File: config.mk
export PLATFORM = sky130hd
export DESIGN_NAME = period_meter
export DESIGN_NICKNAME = d
export VERILOG_FILES = /design/src/rtl/period_meter_pkg.sv /design/src/rtl/pulse_sync.sv /design/src/rtl/period_meter.sv
export SDC_FILE = /design/constraint.sdc
export NUM_CORES = 1
export LEC_CHECK = 0
export CAP_MARGIN = 25
export CORE_ASPECT_RATIO = 0.9
export CORE_MARGIN = 8
export CORE_UTILIZATION = 53
export DETAILED_ROUTE_END_ITERATION = 8
export PLACE_DENSITY = 0.77
export SYNTH_ARGS = -nofsm -noshare
export SYNTH_HDL_FRONTEND = slang
export SYNTH_HIERARCHICAL = 1
export SYNTH_SLANG_ARGS = --single-unit
File: constraint.sdc
create_clock -name CLOCK -period 2.25 [get_ports CLOCK]
set_input_delay 0.5625 -clock CLOCK [delete_from_list [all_inputs] [get_ports CLOCK]]
set_output_delay 0.5625 -clock CLOCK [all_outputs]
set_load 0.02 [all_outputs]
File: src/rtl/period_meter_pkg.sv
// Shared types and constants for the period meter.
// The state encoding and the synchronizer depth live here so that the top
// and the optional synchronizer agree on them.
package period_meter_pkg;

  // Measurement state: waiting for the first edge, or counting since the last.
  typedef enum logic {
    IDLE    = 1'b0,
    MEASURE = 1'b1
  } state_e;

  // Number of flops in the optional PULSE_IN synchronizer.
  localparam int SYNC_DEPTH = 2;

endpackage

File: src/rtl/pulse_sync.sv
// Multi-flop synchronizer for PULSE_IN. Used by period_meter only when
// PERIOD_METER_SYNC_EN is defined. Every stage clears to 0 on CLEAR so that
// a high input after reset is seen as a fresh rising edge downstream.
module pulse_sync
  import period_meter_pkg::*;
#(
  parameter int DEPTH = SYNC_DEPTH
) (
  input  logic CLOCK,
  input  logic CLEAR,
  input  logic D,
  output logic Q
);

  genvar gi;
  generate
    for (gi = 0; gi < DEPTH; gi++) begin : g_stage
      logic stage_q;
      logic stage_d;

      if (gi == 0) begin : g_first
        assign stage_d = D;
      end else begin : g_chain
        assign stage_d = g_stage[gi-1].stage_q;
      end

      // One synchronizer stage; cleared together with the rest of the block.
      always_ff @(posedge CLOCK) begin
        if (CLEAR) begin
          stage_q <= 1'b0;
        end else begin
          stage_q <= stage_d;
        end
      end
    end
  endgenerate

  assign Q = g_stage[DEPTH-1].stage_q;

endmodule

File: src/rtl/period_meter.sv
// Period meter: counts CLOCK cycles between successive rising edges of
// PULSE_IN and publishes the interval on PERIOD with a one-cycle VALID.
// An interval longer than 2**N-1 cycles sets the sticky OVERFLOW flag and
// drops back to IDLE to wait for a new first edge.
// Optional build macro: PERIOD_METER_SYNC_EN inserts a 2-flop synchronizer
// (pulse_sync) on PULSE_IN; without it PULSE_IN is assumed synchronous.
module period_meter
  import period_meter_pkg::*;
#(
  parameter int N = 23
) (
  input  logic         CLOCK,
  input  logic         CLEAR,
  input  logic         PULSE_IN,
  output logic [N-1:0] PERIOD,
  output logic         VALID,
  output logic         OVERFLOW,
  output logic         BUSY
);

  localparam logic [N-1:0] COUNT_MAX = '1;
  localparam logic [N-1:0] COUNT_ONE = N'(1);

  logic pulse_s;

`ifdef PERIOD_METER_SYNC_EN
  pulse_sync #(
    .DEPTH(SYNC_DEPTH)
  ) u_pulse_sync (
    .CLOCK(CLOCK),
    .CLEAR(CLEAR),
    .D    (PULSE_IN),
    .Q    (pulse_s)
  );
`else
  assign pulse_s = PULSE_IN;
`endif

  state_e       state_q,    state_d;
  logic [N-1:0] count_q,    count_d;
  logic [N-1:0] period_q,   period_d;
  logic         valid_q,    valid_d;
  logic         overflow_q, overflow_d;
  logic         prev_q;
  logic         edge_det;

  // A held-high input produces a single edge because prev_q follows it.
  assign edge_det = pulse_s & ~prev_q;

  // Next-state and datapath decisions; an edge always beats the overflow check.
  always_comb begin
    state_d    = state_q;
    count_d    = count_q;
    period_d   = period_q;
    valid_d    = 1'b0;
    overflow_d = overflow_q;

    unique case (state_q)
      IDLE: begin
        if (edge_det) begin
          count_d = COUNT_ONE;
          state_d = MEASURE;
        end
      end
      MEASURE: begin
        if (edge_det) begin
          period_d   = count_q;
          valid_d    = 1'b1;
          overflow_d = 1'b0;
          count_d    = COUNT_ONE;
        end else if (count_q == COUNT_MAX) begin
          // Saturated without an edge: give up on this interval instead of wrapping.
          overflow_d = 1'b1;
          count_d    = '0;
          state_d    = IDLE;
        end else begin
          count_d = count_q + COUNT_ONE;
        end
      end
      default: begin
        state_d = IDLE;
      end
    endcase
  end

  // State and datapath registers; CLEAR overrides any event in the same cycle.
  always_ff @(posedge CLOCK) begin
    if (CLEAR) begin
      state_q    <= IDLE;
      count_q    <= '0;
      period_q   <= '0;
      valid_q    <= 1'b0;
      overflow_q <= 1'b0;
      prev_q     <= 1'b0;
    end else begin
      state_q    <= state_d;
      count_q    <= count_d;
      period_q   <= period_d;
      valid_q    <= valid_d;
      overflow_q <= overflow_d;
      prev_q     <= pulse_s;
    end
  end

  assign PERIOD   = period_q;
  assign VALID    = valid_q;
  assign OVERFLOW = overflow_q;
  assign BUSY     = (state_q == MEASURE);

endmodule

==> run_results.csv, run 1 <==
group,metric,value,unit
outcome,status,"finished, final reports clean",
worst_hold_path,holdPathStages,1,
drt,postRouteAntennaNets,0,
logic_synthesis,synth_edf_count,0,
drt,vias,1756,
grt,grt_overflow_total,0,
critical_path,crit_fanout,7,
timing,worst_slew_pin_slew,497,ps
place,io_buffers,28,
critical_path,crit_buf_inv,1,
logic_synthesis,synthesis.nets,221,
timing,hold_slack,477,ps
critical_path,slowest_delay,670,ps
drt,wl_per_cell,15.9,um
floorplanning,boundaryPins,29,
drt,dr.pass1.iters,4,
place,place_inst,297,
logic_synthesis,synth-seq-cells,50,
critical_path,reg2reg_depth,5,
logic_synthesis,synthDistinctLibCells,35,
clocking,cts_tree,"yes",
floorplanning,dieArea,6160,um^2
logic_synthesis,yosys_warnings,6,
floorplanning,dieHeight,75.3,um
power,cellLeakagePower,0.943,nW
critical_path,reg2reg_slack,310,ps
grt,track_usage,17.7,%
critical_path,rr_startpoint,"count_q[2]",
timing,min_period,2010,ps
timing,skew,5.43,ps
place,pre_cts_ws,272,ps
timing,fmax,499,MHz
clocking,clock_latency,300,ps
drt,drtIter0Drc,155,
final_layout,insertedDiodeCount,0,
final_layout,layout.nets,262,
logic_synthesis,syn_inst,217,
grt,antenna_found_initial,0,
clocking,ctsRootBufferMaster,"clkbuf_8",
timing,final-max-slew-violation-count,0,
critical_path,critical_path.cell_chain,"clkdlybuf4s50_1",
logic_synthesis,synthTopCellsByArea,"dfxtp_1, a22o_1, a21oi_1",
logic_synthesis,synthTopCellsByCount,"dfxtp_1, a22o_1, nor2_1",
drt,drc,0,
place,hpwl,3640,um
final_layout,syn2layout_area_growth,25.0,%
power,p_total,0.00149,W
timing,finalSetupViolCount,0,
floorplanning,core_area,3730,um^2
logic_synthesis,synth_seq_area_share,48.4,%
critical_path,crit_type,"flip-flop to output port",
logic_synthesis,syn-cell-area,2070,um^2
clocking,cts_buffers,5,
logic_synthesis,ys.flop_type,"dfxtp_1",
floorplanning,start_util,55.4,%
logic_synthesis,synth_top_cell_by_area,"dfxtp_1",
place,gp_congestion,1.01,
critical_path,r2r-end,"count_q[17]",
power,ir_drop,0.000401,V
timing,finalHoldViolCount,0,
critical_path,cp-start-kind,"flip-flop",
drt,routed_wl,4860,um
grt,first_global_vias,1783,
critical_path,arrival,1440,ps
clocking,cts_sinks,50,
clocking,hold_buffers,0,
timing,slew-limit-headroom,66.9,%
floorplanning,rows,21,
grt,grt_pass1_wl,8570,um
critical_path,cpLargestDelayFamily,"buffers and inverters",
final_layout,fillers,311,
grt,grt_max_degree,16,
floorplanning,die_w,81.8,um
logic_synthesis,async_flop_share,0,%
timing,fin_crit_sh,89.1,%
logic_synthesis,yosys.area.top_type_share,48.4,%
final_layout,fin_cells,305,
worst_hold_path,min_to,"PERIOD[11]",
timing,tns,0,ps
worst_hold_path,hold_path_class,"flip-flop to flip-flop",
drt,viasPerCell,5.76,
critical_path,worst_path_max_delay_cell,"clkdlybuf4s50_1",
logic_synthesis,avgSynthCellArea,9.53,um^2
clocking,path_clk_slew,80,ps
clocking,post_cts_resized,0,
worst_hold_path,hold_start,"PERIOD[11]",
run,drv_cap,0,
logic_synthesis,post-synth-top-count-cell,"dfxtp_1",
power,power_density,577,nW/um^2
clocking,cts_setup_buffers,0,
final_layout,drive_gt1_share,12.7,%
timing,fin_ws,244,ps
critical_path,crit_path_end_kind,"output port",
clocking,h-tree-depth,2,
clocking,cts.path.max_buffers,2,
timing,rsz0062_at_grt,"false",
critical_path,cp.required,1690,ps
==> metal layers <==
metal  part of all wire [%]  GRT usage, %  vias up  wire length (um)
met2                     45          27.5       43              2200
li1                       -             -      879                 -
met4                    1.4          7.20        0                69
met5                      0             0        -                 0
met3                    5.0          3.58        7               243
met1                     48          23.3      827              2350
==> cell families (layout without fill, tap and decap cells) <==
logic type	after synthesis	count (layout)	share of synthesized area (%)
AO/OA/AOI/OAI	56	56	19.1
XOR/XNOR	10	10	4.24
adder cells (fa/ha/maj)	1	1	0.605
multiplexers	1	1	0.484
buffers and inverters	17	59	3.21
flip-flops	50	50	48.4
AND/OR/NAND/NOR	82	82	24.0
==> cells in the final DEF (no fill, tap or decap), types with 2 or more instances in the layout <==
| master | synthesis | routed |
|---|---|---|
| o21a_1 | 2 | 2 |
| nand2b_1 | 2 | 2 |
| a22o_1 | 23 | 23 |
| clkdlybuf4s50_1 | 0 | 28 |
| xnor2_1 | 3 | 3 |
| nand4_4 | 2 | 2 |
| o22ai_1 | 2 | 2 |
| a21oi_1 | 16 | 15 |
| o21ai_0 | 7 | 7 |
| nand4_1 | 5 | 5 |
| inv_1 | 7 | 7 |
| nand2_1 | 15 | 15 |
| xor2_1 | 7 | 7 |
| and3_1 | 2 | 2 |
| or3_1 | 4 | 4 |
| nor2b_1 | 2 | 2 |
| nor4_4 | 3 | 3 |
| a31o_2 | 2 | 2 |
| dfxtp_1 | 50 | 50 |
| nor3_1 | 10 | 9 |
| nor2_1 | 17 | 17 |
| buf_4 | 0 | 16 |
| clkbuf_8 | 0 | 6 |
| or4_1 | 4 | 4 |
| nand3_1 | 12 | 12 |
==> layout make-up <==
cell class                 instances  area (um^2)  share of cell area [%]
sequential                        50         1000                    38.7
clock inverter                     1         5.00                   0.194
inverter                           7         26.3                    1.02
clock buffer                       7         86.3                    3.34
multi-input combinational        150         1010                    39.0
tap                               46         57.6                    2.23
timing repair buffer              44          400                    15.5
==> registers in the layout, summed over array words and instances, names as in the netlist <==
register,flops
BUSY,1
VALID,1
prev_q,1
OVERFLOW,1
count_q,23
PERIOD,23
==> how the worst max path moves through the flow <==
stage | from | end | slack (ps) | depth (start not counted)
detailed placement | CLEAR | count_q[17] | 270 | 5
CTS | BUSY | BUSY | 230 | 1
global route | count_q[2] | count_q[17] | 140 | 5
finish | BUSY | BUSY | 240 | 1
floorplan | count_q[0] | count_q[17] | 480 | 6
global placement | CLEAR | count_q[17] | 300 | 5
==> per-stage QoR <==
step | area (um^2) | utilization, %
after floorplan | 2070 | -
after global routing | 2590 | 69.3
after CTS | 2590 | 69.3
after detailed placement | 2490 | 66.9
final | 2590 | 69.3
after global placement | 2490 | 66.9
==> where the power goes <==
part,internal [W],total (W),switching (W)
combinational,0.0000275,0.0000806,0.0000531
clock,0.000248,0.000517,0.000269
sequential,0.000890,0.000895,0.00000534
total,0.00117,0.00149,0.000328
Note: power is estimated with default switching activity, not from simulation.
==> run 2: changes to the inputs <==
GPL_ROUTABILITY_DRIVEN = 0   (was not set)
==> run 2 against run 1 <==
Net effect: sequential share of layout area is 0.32 points lower; non-clock buffer count is 4 lower; routed wire length is 0.78% lower; via count is 1.1% higher; die area stayed put; register-to-register slack worse by 40 ps; critical path type is now flip-flop to flip-flop; critical endpoint is now count_q[17]; largest power group unchanged; highest routed layer unchanged.
==> run_results.csv, run 2 (synthesis results as in run 1) <==
group,metric,value,unit
critical_path,worst_path_max_delay_cell,"or3_1",
grt,grt_pass1_wl,8220,um
critical_path,crit_fanout,6,
drt,wl_per_cell,16.0,um
timing,fmax,505,MHz
power,cellLeakagePower,0.946,nW
power,clkPwrFrac,44.0,%
power,ir_drop,0.000489,V
critical_path,cp.required,2450,ps
place,io_buffers,28,
clocking,cts.path.max_buffers,2,
floorplanning,core_area,3730,um^2
drt,routed_wl,4830,um
drt,viasPerCell,5.90,
grt,antenna_found_initial,0,
final_layout,fin_cells,301,
run,drv_cap,0,
timing,tns,0,ps
timing,final-max-slew-violation-count,0,
floorplanning,die_w,81.8,um
critical_path,worst-path-stages,5,
worst_hold_path,min_to,"OVERFLOW",
place,pre_cts_ws,263,ps
place,place_inst,293,
final_layout,layout.nets,258,
timing,worst_slew_pin_slew,490,ps
final_layout,fillers,311,
final_layout,final_cell_mix,"dfxtp_1, clkdlybuf4s50_1, a22o_1, nor2_1",
final_layout,seq_area,1000,um^2
grt,track_usage,17.0,%
power,combPwrFrac,4.7,%
final_layout,syn2layout_area_growth,26.1,%
critical_path,crit_buf_inv,0,
critical_path,crit_type,"flip-flop to flip-flop",
timing,min_period,1980,ps
critical_path,r2r-end,"count_q[17]",
power,power_density,668,nW/um^2
power,power.internal,0.00139,W
power,p_sw,0.000350,W
grt,grt_max_degree,19,
clocking,cts_setup_buffers,0,
timing,rsz0062_at_grt,"false",
worst_hold_path,hold_path_class,"flip-flop to flip-flop",
critical_path,reg2reg_slack,270,ps
critical_path,cpLargestDelayFamily,"simple AND/OR/NAND/NOR gates",
timing,skew,4.25,ps
critical_path,cp-start-kind,"flip-flop",
place,hpwl,3400,um
clocking,ctsRootBufferMaster,"clkbuf_8",
clocking,post_cts_resized,0,
final_layout,drive_gt1_share,11.8,%
drt,vias,1776,
final_layout,insertedDiodeCount,0,
timing,fin_ws,272,ps
clocking,hold_buffers,0,
clocking,h-tree-depth,2,
floorplanning,dieHeight,75.3,um
drt,dr.pass1.iters,4,
outcome,status,"finished, final reports clean",
drt,drtIter0Drc,145,
clocking,cts_buffers,5,
critical_path,arrival,2180,ps
final_layout,multi_input_area,1010,um^2
critical_path,crit_path_end_kind,"flip-flop",
floorplanning,rows,21,
final_layout,final_common_cell,"dfxtp_1",
clocking,path_clk_slew,90,ps
drt,drc,0,
power,swShare,20.1,%
worst_hold_path,hold_start,"OVERFLOW",
timing,slew-limit-headroom,67.3,%
grt,first_global_vias,1735,
critical_path,rr_startpoint,"count_q[8]",
grt,grt_overflow_total,0,
timing,finalHoldViolCount,0,
clocking,cts_tree,"yes",
critical_path,reg2reg_depth,5,
clocking,cts_sinks,50,
timing,finalSetupViolCount,0,
critical_path,critical_path.cell_chain,"nand3_2 > or3_1 > nor3_1 > o21ai_0 > a31o_2",
clocking,clock_latency,300,ps
critical_path,slowest_delay,510,ps
floorplanning,start_util,55.4,%
floorplanning,boundaryPins,29,
worst_hold_path,holdPathStages,1,
timing,fin_crit_sh,87.9,%
drt,postRouteAntennaNets,0,
floorplanning,dieArea,6160,um^2
power,seqPwrFrac,51.3,%
## run 2: cell count changes in the layout (fill, tap and decap cells not counted), sizes merged
cell and delta:
buf -4, clkbuf -1, bufinv +2, clkinv -1
## run 2: power by group through the flow
stage / Clock, W / Combinational (W) / Sequential [W]
CTS: 0.000775 / 0.0000811 / 0.000893
global placement: 0 / 0.0000799 / 0.000914
floorplan: 0 / 0.0000382 / 0.000919
finish: 0.000766 / 0.0000815 / 0.000893
global route: 0.000803 / 0.0000879 / 0.000894
detailed placement: 0 / 0.0000803 / 0.000914
## run 2: worst max path at each step
stage | start | end | slack [ps]
floorplan | count_q[0] | count_q[17] | 480
global placement | CLEAR | count_q[17] | 300
detailed placement | CLEAR | count_q[17] | 260
CTS | count_q[8] | count_q[17] | 280
global route | count_q[8] | count_q[17] | 140
finish | count_q[8] | count_q[17] | 270
## run 2: per-layer routing
metal	track usage [%]	vias to the layer above	part of all wire [%]
met3	4.42	7	8.1
met1	21.4	833	46
met5	0	-	0
li1	-	871	-
met2	27.0	65	44
met4	6.81	0	1.4
## run 2: final cells by class
| class | instances | area share (%) |
|---|---|---|
| Clock buffer | 6 | 3.17 |
| Inverter | 7 | 1.01 |
| Clock inverter | 2 | 2.30 |
| Tap cell | 46 | 2.21 |
| Multi-Input combinational cell | 150 | 38.7 |
| Timing Repair Buffer | 40 | 14.2 |
| Sequential cell | 50 | 38.4 |
## run 2: per-stage QoR
step / total power, W / utilization [%] / hold slack (ps) / area [um^2]
2_1_floorplan: 0.000957 / - / 474 / 2070
3_3_place_gp: 0.000994 / 66.1 / 449 / 2460
3_5_place_dp: 0.000994 / 66.1 / 459 / 2460
4_1_cts: 0.00175 / 69.9 / 480 / 2610
5_1_grt: 0.00179 / 69.9 / 501 / 2610
6_report: 0.00174 / 69.9 / 472 / 2610
==> run 3: changes to the inputs <==
SETUP_SLACK_MARGIN = 0.15   (was not set)
==> run 3 against run 2 <==
Net effect: global-route usage unchanged; combinational power about the same; hold slack about the same; critical path depth increased by 1; sequential power about the same; sequential cell count unchanged; count of clock-buffer cells in the layout unchanged.
==> run_results.csv, run 3 (synthesis results as in run 1) <==
group,metric,value,unit
final_layout,stdcell_area,2610,um^2
power,power.internal,0.00139,W
timing,final-max-slew-violation-count,0,
final_layout,final_common_cell,"dfxtp_1",
final_layout,final_cell_mix,"dfxtp_1, clkdlybuf4s50_1, a22o_1, nor2_1",
critical_path,arrival,2180,ps
clocking,cts_buffers,5,
clocking,post_cts_resized,0,
power,power_density,666,nW/um^2
power,cellLeakagePower,0.947,nW
timing,worst_slew_pin_slew,492,ps
outcome,status,"finished, final reports clean",
power,seqPwrFrac,51.3,%
power,combPwrFrac,4.7,%
critical_path,crit_fanout,5,
grt,grt_overflow_total,0,
place,placed_area,2460,um^2
power,swShare,20.1,%
clocking,cts.path.max_buffers,2,
grt,first_global_vias,1735,
critical_path,cp-start-kind,"flip-flop",
floorplanning,start_util,55.4,%
drt,viasPerCell,5.96,
power,ir_drop,0.000489,V
clocking,hold_buffers,0,
floorplanning,rows,21,
critical_path,reg2reg_slack,280,ps
drt,postRouteAntennaNets,0,
final_layout,insertedDiodeCount,0,
floorplanning,die_w,81.8,um
timing,tns,0,ps
clocking,cts_sinks,50,
critical_path,cp.required,2450,ps
place,io_buffers,28,
timing,finalHoldViolCount,0,
critical_path,crit_buf_inv,1,
floorplanning,dieArea,6160,um^2
grt,track_usage,17.0,%
worst_hold_path,hold_path_class,"flip-flop to flip-flop",
power,p_total,0.00174,W
drt,routed_wl,4830,um
power,p_sw,0.000350,W
timing,fmax,506,MHz
floorplanning,dieHeight,75.3,um
drt,drc,0,
floorplanning,boundaryPins,29,
drt,wl_per_cell,16.1,um
grt,grt_max_degree,19,
timing,slew-limit-headroom,67.2,%
critical_path,worst_path_max_delay_cell,"or4_1",
critical_path,slowest_delay,550,ps
grt,antenna_found_initial,0,
critical_path,crit_type,"flip-flop to flip-flop",
clocking,h-tree-depth,2,
drt,vias,1793,
clocking,cts_tree,"yes",
timing,skew,4.42,ps
clocking,cts_setup_buffers,0,
power,clkPwrFrac,44.0,%
critical_path,cpLargestDelayFamily,"simple AND/OR/NAND/NOR gates",
place,hpwl,3400,um
timing,rsz0062_at_grt,"false",
clocking,path_clk_slew,90,ps
floorplanning,core_area,3730,um^2
critical_path,critical_path.cell_chain,"ha_1 > inv_1 > or4_1 > nor2_1 > o21ai_0 > a31o_2",
final_layout,layout.nets,258,
timing,fin_crit_sh,87.8,%
timing,min_period,1970,ps
final_layout,syn2layout_area_growth,26.4,%
run,drv_cap,0,
critical_path,crit_path_end_kind,"flip-flop",
grt,grt_pass1_wl,8220,um
drt,drtIter0Drc,134,
clocking,ctsRootBufferMaster,"clkbuf_8",
clocking,clock_latency,300,ps
final_layout,drive_gt1_share,12.5,%
drt,dr.pass1.iters,4,
timing,finalSetupViolCount,0,
-- run 3: cell counts in the layout (fill, tap and decap cells not counted) --
No cell type changed its count.
-- run 3: metal layers --
metal	wire, um	GRT usage (%)
met3	423	4.42
met1	2180	21.4
met5	0	0
met2	2160	27.0
met4	66	6.81
-- run 3: final cells by class --
cell class / count / area, um^2
inverters: 7 / 26.3
fillers: 308 / 1120
multi-input cells: 150 / 1010
clock inverters: 2 / 60.1
flip-flops and latches: 50 / 1000
repair buffers: 40 / 370
well taps: 46 / 57.6
clock buffers: 6 / 82.6
-- run 3: worst reg2reg max path, stage by stage (launching register included) --
cell and delay [ps]:
dfxtp_1 420, ha_1 220, inv_1 100, or4_1 560, nor2_1 190, o21ai_0 130, a31o_2 250
-- run 3: path summary, 6_finish.rpt --
kind / start / endpoint / depth (start not counted)
worst min register to register: OVERFLOW / OVERFLOW / 1
worst max register to register: count_q[1] / count_q[17] / 6
worst max-delay path: count_q[1] / count_q[17] / 6
worst min-delay path: OVERFLOW / OVERFLOW / 1
-- run 3: through the flow --
step | hold slack [ps] | cells | worst slack [ps] | util [%]
after floorplan | 474 | 217 | 476 | -
after global placement | 449 | 293 | 300 | 66.1
after detailed placement | 459 | 293 | 263 | 66.1
after CTS | 480 | 301 | 283 | 69.9
after global routing | 501 | 301 | 165 | 70.1
final | 472 | 301 | 275 | 70.1
-- run 3: power by group through the flow --
stage          clock network (W)  registers [W]  logic (W)
2_1_floorplan                  0       0.000919  0.0000382
3_3_place_gp                   0       0.000914  0.0000799
3_5_place_dp                   0       0.000914  0.0000803
4_1_cts                 0.000775       0.000893  0.0000811
5_1_grt                 0.000803       0.000894  0.0000879
6_report                0.000765       0.000893  0.0000815
